## src/rtl/cpu_pkg.sv

```systemverilog
// Shared CPU sequencing definitions: phase states, one-hot phase codes and the
// halt opcode. Used by the phase controller and the writeback stage.
package cpu_pkg;

    typedef enum logic [2:0] {
        ST_IDLE   = 3'd0,
        ST_FETCH  = 3'd1,
        ST_DECODE = 3'd2,
        ST_EXEC   = 3'd3,
        ST_WRITE  = 3'd4,
        ST_HALT   = 3'd5
    } state_e;

    localparam logic [3:0] PH_NONE   = 4'b0000;
    localparam logic [3:0] PH_FETCH  = 4'b0001;
    localparam logic [3:0] PH_DECODE = 4'b0010;
    localparam logic [3:0] PH_EXEC   = 4'b0100;
    localparam logic [3:0] PH_WRITE  = 4'b1000;

    localparam logic [5:0] OP_HALT = 6'b111111;

    function automatic logic [3:0] phase_of(input state_e s);
        logic [3:0] ph;
        ph = PH_NONE;
        case (s)
            ST_FETCH:  ph = PH_FETCH;
            ST_DECODE: ph = PH_DECODE;
            ST_EXEC:   ph = PH_EXEC;
            ST_WRITE:  ph = PH_WRITE;
            default:   ph = PH_NONE;
        endcase
        return ph;
    endfunction

endpackage

```

## src/rtl/cpu_phase_ctrl.sv

```systemverilog
// Multi-cycle instruction sequencer: one-hot FETCH/DECODE/EXEC/WRITE phase
// vector with run/step control, memory stalls, halting and a retire counter.
module cpu_phase_ctrl
    import cpu_pkg::*;
#(
    parameter int         CNT_W   = 32,
    parameter logic [5:0] OP_HALT = cpu_pkg::OP_HALT
) (
    input  logic             clk,
    input  logic             rst,
    input  logic             run,
    input  logic             step,
    input  logic             halt_req,
    input  logic             resume,
    input  logic             mem_busy,
    input  logic [5:0]       op,
    output logic [3:0]       start,
    output logic [5:0]       op_q,
    output logic             busy,
    output logic             halted,
    output logic [CNT_W-1:0] instr_cnt
);

    state_e           state_q, state_d;
    logic [5:0]       op_d;
    logic [CNT_W-1:0] cnt_q, cnt_d;
    logic             halt_pend_q, halt_pend_d;
    logic [3:0]       start_q, start_d;
    logic             busy_q, busy_d;
    logic             halted_q, halted_d;
    logic [5:0]       op_r;

    always_comb begin
        state_d     = state_q;
        op_d        = op_r;
        cnt_d       = cnt_q;
        halt_pend_d = halt_pend_q;

        case (state_q)
            ST_IDLE: begin
                if (halt_pend_q)      state_d = ST_HALT;
                else if (run || step) state_d = ST_FETCH;
            end
            ST_FETCH: begin
                if (!mem_busy) state_d = ST_DECODE;
            end
            ST_DECODE: begin
                op_d    = op;
                state_d = (op == OP_HALT) ? ST_HALT : ST_EXEC;
            end
            ST_EXEC: begin
                if (!mem_busy) state_d = ST_WRITE;
            end
            ST_WRITE: begin
                cnt_d = cnt_q + CNT_W'(1);
                if (halt_pend_q) state_d = ST_HALT;
                else if (run)    state_d = ST_FETCH;
                else             state_d = ST_IDLE;
            end
            ST_HALT: begin
                if (resume) state_d = ST_IDLE;
            end
            default: state_d = ST_IDLE;
        endcase

        // A request raised on the cycle HALT is entered is consumed by that entry.
        if (halt_req && (state_q != ST_HALT))             halt_pend_d = 1'b1;
        if ((state_d == ST_HALT) && (state_q != ST_HALT)) halt_pend_d = 1'b0;

        // Outputs are decoded from the next state so they are plain flops.
        start_d  = phase_of(state_d);
        busy_d   = (start_d != PH_NONE);
        halted_d = (state_d == ST_HALT);
    end

    always_ff @(posedge clk or posedge rst) begin
        if (rst) begin
            state_q     <= ST_IDLE;
            op_r        <= '0;
            cnt_q       <= '0;
            halt_pend_q <= 1'b0;
            start_q     <= PH_NONE;
            busy_q      <= 1'b0;
            halted_q    <= 1'b0;
        end else begin
            state_q     <= state_d;
            op_r        <= op_d;
            cnt_q       <= cnt_d;
            halt_pend_q <= halt_pend_d;
            start_q     <= start_d;
            busy_q      <= busy_d;
            halted_q    <= halted_d;
        end
    end

    assign start     = start_q;
    assign op_q      = op_r;
    assign busy      = busy_q;
    assign halted    = halted_q;
    assign instr_cnt = cnt_q;

endmodule

```

## config.mk

```make
export PLATFORM = sky130hd
export DESIGN_NAME = cpu_phase_ctrl
export DESIGN_NICKNAME = d
export VERILOG_FILES = /design/src/rtl/cpu_pkg.sv /design/src/rtl/cpu_phase_ctrl.sv
export SDC_FILE = /design/constraint.sdc
export NUM_CORES = 1
export LEC_CHECK = 0
export CAP_MARGIN = 10
export CORE_AREA = 2 2 70 72
export DETAILED_ROUTE_END_ITERATION = 8
export DIE_AREA = 0 0 72 74
export PLACE_DENSITY = 0.77
export SKIP_LAST_GASP = 1
export SLEW_MARGIN = 30
export SYNTH_ARGS = -nofsm -noshare
export SYNTH_HDL_FRONTEND = slang
export SYNTH_SLANG_ARGS = --single-unit
```

## constraint.sdc

```tcl
create_clock -name clk -period 2.3 [get_ports clk]
set_clock_uncertainty 0.05 [all_clocks]
set_input_delay 0.345 -clock clk [delete_from_list [all_inputs] [get_ports clk]]
set_output_delay 0.345 -clock clk [all_outputs]
set_load 0.01 [all_outputs]
```

==> results.sh <==
export IMPL_dieHeight_um=74
export IMPL_max_slew_margin=0.707
export IMPL_antenna_found_initial=0
export IMPL_maxCapViolCount=0
export IMPL_stdcell_count=298
export IMPL_irDropWorstVdd_v=0.000490
export IMPL_hp_class="input pin to async pin"
export IMPL_synth_area_per_cell_um2=11.5
export IMPL_status="complete, no violations"
export IMPL_dpl_worst_slack_ns=0.317
export IMPL_ys_seq_elements=48
export IMPL_setup_ws_ns=0.346
export IMPL_drc=0
export IMPL_r2r_end="instr_cnt[26]$_DFFE_PP0N_"
export IMPL_start_util=0.455
export IMPL_reg2reg_depth=5
export IMPL_drt_iter0_drc=43
export IMPL_placement_cell_area_um2=2730
export IMPL_synthCells=182
export IMPL_routed_wl_um=3970
export IMPL_coreArea_um2=4600
export IMPL_rows=25
export IMPL_async_flop_share=1.00
export IMPL_ios=57
export IMPL_fillers=376
export IMPL_portBuffers=56
export IMPL_drt_first_pass_iters=4
export IMPL_synth_area_um2=2090
export IMPL_ant_nets=0
export IMPL_post_route_period_util=0.850
export IMPL_yosysSeqAreaShare=0.574
export IMPL_htreeDepth=2
export IMPL_path_class="flop to flop"
export IMPL_die_w_um=72
export IMPL_synth_nets=196
export IMPL_cts_root_buf="clkbuf_8"
export IMPL_period_needed_ns=1.95
export IMPL_clkTransAtPathRegs_ns=0.09
export IMPL_tightest_slew_ns=0.436
export IMPL_rsz0062_at_grt="false"
export IMPL_worst_setup_path_start_kind="flop"
export IMPL_dp_cells=290
export IMPL_arrival_ns=2.10
export IMPL_first_global_vias=1515
export IMPL_crit_fanout=13
export IMPL_num_antenna_cells=0
export IMPL_gp_congestion=0.814
export IMPL_fin_nets=257
export IMPL_dieArea_um2=5330
export IMPL_postCtsSetupBuffers=0
export IMPL_viasPerCell=5.05
export IMPL_r2r_start="state_q[0]$_DFF_PP0_"
export IMPL_syn2layout_area_growth_pct=35.6
export IMPL_cp_startpoint="state_q[0]$_DFF_PP0_"
export IMPL_grt_usage=0.166
export IMPL_dp_hpwl_um=2960
export IMPL_ys_warn_count=0
export IMPL_yosysTopAreaCell="dfrtp_1"
export IMPL_cts_path_max_buffers=2
export IMPL_whs_ns=0.257
export IMPL_final_seq_area_um2=1200
export IMPL_p_per_area_nw_per_um2=866
export IMPL_numCtsBuffers=5
export IMPL_fin_tns_setup_ns=0
export IMPL_wl_per_cell_um=13.3
export IMPL_clock_fmax_mhz=512
export IMPL_synth_cell_types=29
export IMPL_synth_edf_count=0
export IMPL_grt_pass1_wl_um=6980
export IMPL_clock_sinks=48
export IMPL_finalPower_mw=2.46
export IMPL_holdBufCountCts=0
export IMPL_clk_latency_ns=0.30
export IMPL_p_leak_nw=1.25
export IMPL_crit_path_end_kind="flop"
export IMPL_setup_violations=0
export IMPL_final_util=0.617
export IMPL_cts_resized=0
export IMPL_synth_top_area_frac=0.574
export IMPL_crit_required_ns=2.44
export IMPL_setup_worst_path_end="instr_cnt[26]$_DFFE_PP0N_"
export IMPL_final_max_slew_viol_count=0
export IMPL_drive_above_1_share=0.0902
export IMPL_r2r_setup_slack_ns=0.35
export IMPL_num_vias=1505
export IMPL_grt_max_degree=37
export IMPL_multiInputGateArea_um2=862
export IMPL_gr_total_overflow=0
export IMPL_synth_area_leaders="dfrtp_1, xnor2_1, mux2_2"
export IMPL_dominantRegCellSynth="dfrtp_1"
export IMPL_final_cell_area_um2=2840
export IMPL_cts_tree="done"
export IMPL_finalHoldViolations=0
-- registers in the layout (all words and copies together) (netlist names) --
register     count
halted           1
state_q          3
instr_cnt       32
op_q             6
halt_pend_q      1
start            4
busy             1
-- layer usage --
metal  global-route usage  routed length [µm]
met4               0.0440                  38
met2                0.269                1860
met1                0.227                1840
met5                    0                   0
met3               0.0407                 221
-- worst min-delay path by stage --
stage                                   start                         to  slack (ns)  depth (start not counted)
floorplan                               op[0]        op_q[0]$_DFFE_PP0P_        0.45                          1
detailed placement  instr_cnt[31]$_DFFE_PP0N_  instr_cnt[31]$_DFFE_PP0N_        0.43                          1
finish                                    rst  instr_cnt[28]$_DFFE_PP0N_        0.26                          2
CTS                                       rst  instr_cnt[31]$_DFFE_PP0N_        0.26                          2
global route                              rst        op_q[3]$_DFFE_PP0P_        0.28                          2
global placement    instr_cnt[31]$_DFFE_PP0N_  instr_cnt[31]$_DFFE_PP0N_        0.42                          1
-- layout by cell type (no fill, tap or decap), types with 2 or more instances in the layout --
cell	n
nand4_1	8
clkdlybuf4s50_1	56
mux2_2	7
xor2_1	8
nand2_1	19
a21oi_1	6
nor3_1	2
nand3_1	9
nor2_1	15
nand2b_1	2
xnor2_1	23
clkbuf_8	5
inv_1	2
nand3b_1	2
and3_1	8
nor2b_1	3
o21ai_0	4
dfrtp_1	48
-- report_power, final --
group | internal, mW | total, mW | switching (mW)
sequential | 1.00 | 1.18 | 0.177
combinational | 0.413 | 0.692 | 0.279
clock | 0.323 | 0.588 | 0.265
total | 1.74 | 2.46 | 0.721
-- final cells by class --
class,count,share of cell area
Sequential cell,48,0.423
Multi-Input combinational cell,127,0.304
Timing Repair Buffer,58,0.207
Clock buffer,6,0.0256
Tap cell,54,0.0238
Clock inverter,2,0.0123
Inverter,3,0.00397
-- cells in the mapped netlist, drive strengths merged (2+ instances only) --
cell	instances
dfrtp	48
xnor2	23
nand2	19
nor2	15
nand4	10
nand3	9
and3	8
xor2	8
mux2	7
a21oi	6
o21ai	4
clkbuf	3
inv	3
nor2b	3
nor3	3
nand2b	2
nand3b	2
-- worst max-delay path, stage by stage, from the launching register on --
cell,delay (ns)
dfrtp_1,0.52
nor3b_4,0.41
nand4_2,0.23
nor3_2,0.34
nand4_1,0.16
xnor2_1,0.14
-- logic make-up after synthesis --
logic type,after synthesis,share of synthesized area
AO/OA/AOI/OAI,13,0.0341
XOR/XNOR,31,0.130
adder cells (fa/ha/maj),1,0.00598
buffers and inverters,7,0.0143
flip-flops,48,0.574
multiplexers,7,0.0377
AND/OR/NAND/NOR,75,0.204
(Power assumes the default switching activity.)
